===== config.mk =====
export PLATFORM = sky130hd
export DESIGN_NAME = sram_rr_arb_ctrl
export DESIGN_NICKNAME = d
export VERILOG_FILES = /design/src/rtl/sram_rr_arb_ctrl.sv
export SDC_FILE = /design/constraint.sdc
export NUM_CORES = 1
export LEC_CHECK = 0
export ABC_AREA = 1
export CAP_MARGIN = 20
export CORE_ASPECT_RATIO = 0.7
export CORE_UTILIZATION = 32
export DETAILED_ROUTE_END_ITERATION = 10
export PLACE_DENSITY = 0.78
export SETUP_SLACK_MARGIN = 0.3
export SYNTH_ARGS = -nofsm -noshare
export SYNTH_HDL_FRONTEND = slang
export SYNTH_SLANG_ARGS = --single-unit

===== constraint.sdc =====
create_clock -name clock -period 2 [get_ports clock]
set_clock_uncertainty 0.2 [all_clocks]
set_input_delay 0.4 -clock clock [delete_from_list [all_inputs] [get_ports clock]]
set_output_delay 0.4 -clock clock [all_outputs]
set_load 0.02 [all_outputs]

===== src/rtl/sram_rr_arb_ctrl.sv =====
// Single-port SRAM controller: zero-fills the array after reset or clear_req,
// then round-robin arbitrates two requesters. Optional macro SRAM_RR_ARB_CONFLICT_CNT_EN.
//
// state | meaning
// WAIT  | idle for one cycle after reset
// INIT  | zero-filling the array, one address per cycle
// RUN   | array ready, arbitration active
module sram_rr_arb_ctrl #(
  parameter int ADDR_W = 8,
  parameter int DATA_W = 13
) (
  input  logic              clock,
  input  logic              reset_n,
  input  logic              clear_req,
  output logic              init_done,
  input  logic              req0_valid,
  output logic              req0_ready,
  input  logic              req0_wmode,
  input  logic [ADDR_W-1:0] req0_addr,
  input  logic [DATA_W-1:0] req0_wdata,
  output logic              resp0_valid,
  output logic [DATA_W-1:0] resp0_data,
  input  logic              req1_valid,
  output logic              req1_ready,
  input  logic              req1_wmode,
  input  logic [ADDR_W-1:0] req1_addr,
  input  logic [DATA_W-1:0] req1_wdata,
  output logic              resp1_valid,
  output logic [DATA_W-1:0] resp1_data,
  output logic              mem_en,
  output logic              mem_wmode,
  output logic [ADDR_W-1:0] mem_addr,
  output logic [DATA_W-1:0] mem_wdata,
  input  logic [DATA_W-1:0] mem_rdata
`ifdef SRAM_RR_ARB_CONFLICT_CNT_EN
  ,
  output logic [15:0]       conflict_cnt
`endif
);

  typedef enum logic [1:0] {
    ST_WAIT = 2'd0,
    ST_INIT = 2'd1,
    ST_RUN  = 2'd2
  } state_t;

  localparam logic [ADDR_W-1:0] CNT_LAST = '1;

  state_t            state_q;
  state_t            state_d;
  logic [ADDR_W-1:0] init_cnt_q;
  logic              rr_q;
  logic [1:0]        resp_valid_q;
  logic              run;
  logic              grant1;
  logic              handshake;

  assign run = (state_q == ST_RUN);

  // rr_q holds the last winner; on a tie the other port wins.
  assign grant1    = req1_valid && (!req0_valid || !rr_q);
  assign handshake = run && (req0_valid || req1_valid) && !clear_req;

  always_ff @(posedge clock or negedge reset_n) begin
    if (!reset_n) begin
      state_q      <= ST_WAIT;
      init_cnt_q   <= '0;
      rr_q         <= 1'b1;
      resp_valid_q <= 2'b00;
    end else begin
      state_q <= state_d;
      // Counter wraps to 0 at the end of INIT, ready for the next clear.
      if (state_q == ST_INIT) begin
        init_cnt_q <= init_cnt_q + 1'b1;
      end
      if (handshake) begin
        rr_q <= grant1;
      end
      resp_valid_q[0] <= handshake && !grant1 && !req0_wmode;
      resp_valid_q[1] <= handshake && grant1 && !req1_wmode;
    end
  end

  always_comb begin
    state_d = state_q;
    case (state_q)
      ST_WAIT: state_d = ST_INIT;
      ST_INIT: if (init_cnt_q == CNT_LAST) state_d = ST_RUN;
      ST_RUN:  if (clear_req) state_d = ST_INIT;
      default: state_d = ST_WAIT;
    endcase
  end

  always_comb begin
    init_done  = run;
    req0_ready = handshake && !grant1;
    req1_ready = handshake && grant1;
    mem_en     = 1'b0;
    mem_wmode  = 1'b0;
    mem_addr   = '0;
    mem_wdata  = '0;
    if (state_q == ST_INIT) begin
      mem_en    = 1'b1;
      mem_wmode = 1'b1;
      mem_addr  = init_cnt_q;
    end else if (handshake) begin
      mem_en    = 1'b1;
      mem_wmode = grant1 ? req1_wmode : req0_wmode;
      mem_addr  = grant1 ? req1_addr  : req0_addr;
      mem_wdata = grant1 ? req1_wdata : req0_wdata;
    end
  end

  assign resp0_valid = resp_valid_q[0];
  assign resp1_valid = resp_valid_q[1];
  assign resp0_data  = mem_rdata;
  assign resp1_data  = mem_rdata;

`ifdef SRAM_RR_ARB_CONFLICT_CNT_EN
  always_ff @(posedge clock or negedge reset_n) begin
    if (!reset_n) begin
      conflict_cnt <= '0;
    end else if (run && clear_req) begin
      conflict_cnt <= '0;
    end else if (run && req0_valid && req1_valid && (conflict_cnt != 16'hFFFF)) begin
      conflict_cnt <= conflict_cnt + 16'd1;
    end
  end
`endif

endmodule

# After elaboration in Yosys (flattened, before gate mapping)
# Index checks and enable logic that the tools add are counted.
classes:
  addsub: 1
  eq_ne: 5
  n_mux: 14
  reduce_logical: 17
ops:
  columns: ["cell", "n"]
  rows:
  - ["two-way mux 13 bit", 3]
  - ["two-way mux 8 bit", 3]
  - ["adder 8 x 1 -> 8 bit (second input constant)", 1]
  - ["== test 8 bit (second input constant)", 1]
  - ["logical AND 1 bit", 7]
  - ["logical NOT 1 bit", 6]
  - ["case mux 2 bit (3 select lines)", 1]
  - ["two-way mux 1 bit", 5]
  - ["two-way mux 2 bit", 2]
  - ["== test 2 x 1 -> 1 bit (second input constant)", 1]
  - ["== test 2 bit (second input constant)", 1]
  - ["logical NOT 2 bit", 1]
  - ["logical OR 1 bit", 2]
  - ["!= test 2 x 1 -> 1 bit (second input constant)", 1]
  - ["!= test 2 bit (second input constant)", 1]
  - ["AND reduction 2 bit", 1]
totals:
  register_bits: 13
  inputBits: 62
  output_inout_bits: 54
  elab_cells: 41

# Longest topological paths before layout
logic_depth:
  ltp_word: 6
  depth_mapped: 8
  ltp_nobuf: 7

# Least setup slack after synthesis
# Ideal clock, no wire load.
synth_path:
  path_type: "reg2out"
  from: "register rr_q"
  to: "output mem_wdata[10]"
  arrival_ns: 1.132
  required_time_ns: 1.400
  slack_ns: 0.268
  path_stages_with_launch: 9
  path_buffers: 1
  path_cell_list: "dfstp_2 > nand2_1 > nand2_1 > inv_1 > buf_2 > nand2_1 > nand2_1 > nand2_1 > inv_1"
synth_via:
  elab_chain_cells: 6
synth_lines:
  columns: ["item", "line", "source"]
  rows:
  - ["start, declared", "52", "logic rr_q;"]
  - ["start signal, assigned", "77", "rr_q <= grant1;"]
  - ["logical NOT 1 bit", "61", "assign grant1 = req1_valid && (!req0_valid || !rr_q);"]
  - ["logical OR 1 bit", "61", null]
  - ["logical AND 1 bit", "61", null]
  - ["two-way mux 13 bit", "110", "mem_wdata = grant1 ? req1_wdata : req0_wdata;"]
  - ["two-way mux 13 bit", "106", "end else if (handshake) begin"]
  - ["two-way mux 13 bit", "102", "if (state_q == ST_INIT) begin"]
  - ["end, declared", "33", "output logic [DATA_W-1:0] mem_wdata,"]
# No other way between the ends.

# Final worst setup path
layout_path:
  from: "register rr_q"
  to: "output mem_addr[3]"
layout_via:
  elab_chain_cells: 6
layout_lines:
  columns: ["item", "line", "source"]
  rows:
  - ["logical NOT 1 bit", "61", null]
  - ["logical OR 1 bit", "61", null]
  - ["logical AND 1 bit", "61", null]
  - ["two-way mux 8 bit", "109", "mem_addr = grant1 ? req1_addr : req0_addr;"]
  - ["two-way mux 8 bit", "106", null]
  - ["two-way mux 8 bit", "102", null]
  - ["end, declared", "32", "output logic [ADDR_W-1:0] mem_addr,"]
# No other way between the ends.

==> summary.md <==
| Metric | Value |
|---|---|
| Most frequent cell after synthesis | nand2_1 |
| CP max FO | 8 |
| Vias in the first global route | 1446 |
| Status | complete, but fails checks |
| Final hold viol count | 0 |
| Syn avg cell area | 6.05 um^2 |
| Fin area | 0.00267 mm^2 |
| Hpwl dp | 2760 um |
| HP Class | in -> async |
| DRT antenna net count | 0 |
| Clk slew on worst S/H paths | 60 ps |
| CTS buffer count | 3 |
| Final WL | 4520 um |
| Starting Density | 0.335 |
| Cell Area, Synth | 0.00131 mm^2 |
| Critical path buffers and inverters | 3 |
| Top Ports | 116 |
| Max Transition Viols Final | 0 |
| # DRC | 0 |
| Die ar. | 0.00437 mm^2 |
| Gr usage total | 0.200 |
| LEAKAGE | 1.46 nW |
| R2R Setup Slk | 310 ps |
| Setup CP Type | reg -> out |
| VDD IR-drop max | 331 uV |
| Input/output buffers | 76 |
| # setup viols final | 24 |
| Cell taking the most area after synthesis | nand2_1 |
| Crit path arrival time | 1590 ps |
| Clock Sinks | 13 |
| Area Growth Syn to Fin | 103% |
| Synth area leaders | nand2_1 (31%), dfrtp_1 (23%), buf_4 (15%) |
| Worst setup EP type | primary output |
| Routed WL per cell | 12.7 um |
| Root Buffer | clkbuf_8 |
| Sequential share of the synthesized area | 0.249 |
| Number of synthesized flops with an enable pin | 0 |
| Total core area | 0.00392 mm^2 |
| 1st-pass router iterations | 6 |
| Area post-placement | 0.00210 mm^2 |
| Yosys top cell area share | 0.306 |
| Max Freq | 0.456 GHz |
| Insertion delay to the later sink of the worst-skew pair | 250 ps |
| Most common cell on crit path | nand2_2 |
| Die height | 55.6 um |
| Synth Flop Type | dfrtp_1 |
| Gpl congestion | 0.771 |
| Req. time, crit path | 1400 ps |
| Fin nets | 368 |
| Crit-path leading delay family | flip-flops |
| Fillers | 322 |
| Crit path time final | 2190 ps |
| Max Cap Violations | 0 |
| YS warnings | 0 |
| RSZ-0062 raised after global routing | true |
| Max transition margin | 0.852 |
| CP max stage delay | 540 ps |
| Pin count of the biggest net entering global routing | 16 |
| Metal2 WL | 2170 um |
| First-pass GRT wire length | 6700 um |
| CTS max path bufs | 2 |
| Worst reg2reg path depth | 10 |
| Synthesized Nets | 280 |
| Vias/cell | 4.45 |
| Failing checks | negative setup slack |
| Worst Slack Setup Final | -194 ps |
| Cell variety after synth | 21 |
| Synth Instances | 217 |
| Antenna violations before repair | 0 |
| Chip Width | 78.6 um |
| Top Metal Used | met3 |
| PD cells | 268 mW/mm^2 |
| CTS tree | done |
| FFs w/ async S/R, synth | 1.00 |
| Number of core rows | 19 |
| Area of the multi-input gates | 764 um^2 |
| Final hold slack | 260 ps |
| FF+latch count, synth | 13 |
| Met3 WL | 337 um |
| Slew of the pin with the lowest slew margin | 221 ps |
| Vias after detailed routing | 1585 |
| Period utilization | 1.10 |
| Share of cells above drive strength 1 | 0.411 |
| N_diodes | 0 |
| WP depth | 8 |
| Initial DRC count | 66 |
| CP startpoint kind | flip-flop |
| H-tree levels | 1 |
| Cell-by-cell trace of the critical path | nand2_2 -> nand2_4 -> buf_12 -> buf_12 -> nand2_2 -> o211ai_1 -> nand2_2 -> buf_6 |
| Grt ovf | 0 |
| Most instantiated cells after synthesis | nand2_1 (107), inv_1 (29), buf_4 (27) |
| CP max stage cell | dfstp_2 |
| Register area | 328 um^2 |
| Wl on met1 | 2020 um |
==> path summary, 6_finish.rpt <==
| check | from | to |
|---|---|---|
| max in group asynchronous | reset_n | rr_q$_DFFE_PN1P_ |
| hold / removal | reset_n | init_cnt_q[0]$_DFFE_PN0N_ |
| min in group clock | rr_q$_DFFE_PN1P_ | rr_q$_DFFE_PN1P_ |
| hold reg to reg | rr_q$_DFFE_PN1P_ | rr_q$_DFFE_PN1P_ |
| setup reg to reg | state_q[0]$_DFFE_PN0P_ | resp_valid_q[1]$_DFF_PN0_ |
| setup / recovery | rr_q$_DFFE_PN1P_ | mem_addr[3] |
==> repair_timing <==
action,4_1_cts,5_1_grt
resized for setup,201,28
pin swaps,18,17
buffers inserted,14,3
hold buffers,0,0
endpoints found under the setup margin,29,28
cloned,5,1
==> logic make-up after synthesis <==
| kind of cell | after synthesis | synth area share |
|---|---|---|
| AND/OR/NAND/NOR | 124 | 0.387 |
| buffers and inverters | 63 | 0.268 |
| flip-flops | 13 | 0.249 |
| XOR/XNOR | 4 | 0.0267 |
| adder cells (fa/ha/maj) | 1 | 0.00952 |
| AO/OA/AOI/OAI | 12 | 0.0609 |
==> through the flow <==
step / TNS [ps] / power [mW] / setup slack (ps) / cells / util
CTS: -3210 / 0.706 / -168 / 352 / 0.652
global placement: -16220 / 0.425 / -682 / 329 / 0.536
global route: -4780 / 0.748 / -253 / 356 / 0.680
finish: -3390 / 0.716 / -194 / 356 / 0.680
detailed placement: -16680 / 0.427 / -700 / 329 / 0.536
floorplan: 0 / 0.388 / 317 / 217 / -
==> final cells by class <==
cell class                 instances  share of cell area
tap                               52              0.0244
sequential                        13               0.123
multi-input combinational        141               0.286
inverter                          30              0.0469
clock buffer                       4              0.0169
timing repair buffer             116               0.503
==> power by group <==
| part | leakage, nW | internal, mW | switching (mW) |
|---|---|---|---|
| sequential | 0.148 | 0.263 | 0 |
| combinational | 1.29 | 0.138 | 0.0767 |
| clock | 0.0228 | 0.141 | 0.0971 |
| total | 1.46 | 0.542 | 0.174 |
==> sequential cells by signal (all words and copies together) (netlist names) <==
| name | count |
|---|---|
| init_cnt_q | 8 |
| resp_valid_q | 2 |
| rr_q | 1 |
| state_q | 2 |
==> layout by cell type, fill, tap and decap left out, drive strengths merged <==
cell             n
dfrtp           12
nand3            2
nand4            1
a21oi            1
nand3b           2
dfstp            1
xor2             2
ha               1
clkbuf           6
bufbuf           1
xnor2            2
inv             30
o211ai           8
dlygate4sd2      3
o21ai            3
clkdlybuf4s15    2
nor2            12
clkdlybuf4s50   45
buf             63
nand2          107
==> per-layer routing <==
metal / track usage / up-vias
met2: 0.333 / 70
met5: 0 / -
met4: 0.00794 / 0
li1: - / 795
met1: 0.268 / 720
met3: 0.0607 / 0
==> worst register-to-register path, stage by stage, from the launching register on <==
cell and delay [ps]:
dfrtp_1 380, inv_2 80, nand3b_4 90, nor2_4 140, buf_6 120, buf_12 110, buf_16 110, nand2_4 40
buf_4 130, buf_4 120, nor2_1 90
Power figures use the tool's default switching activity.
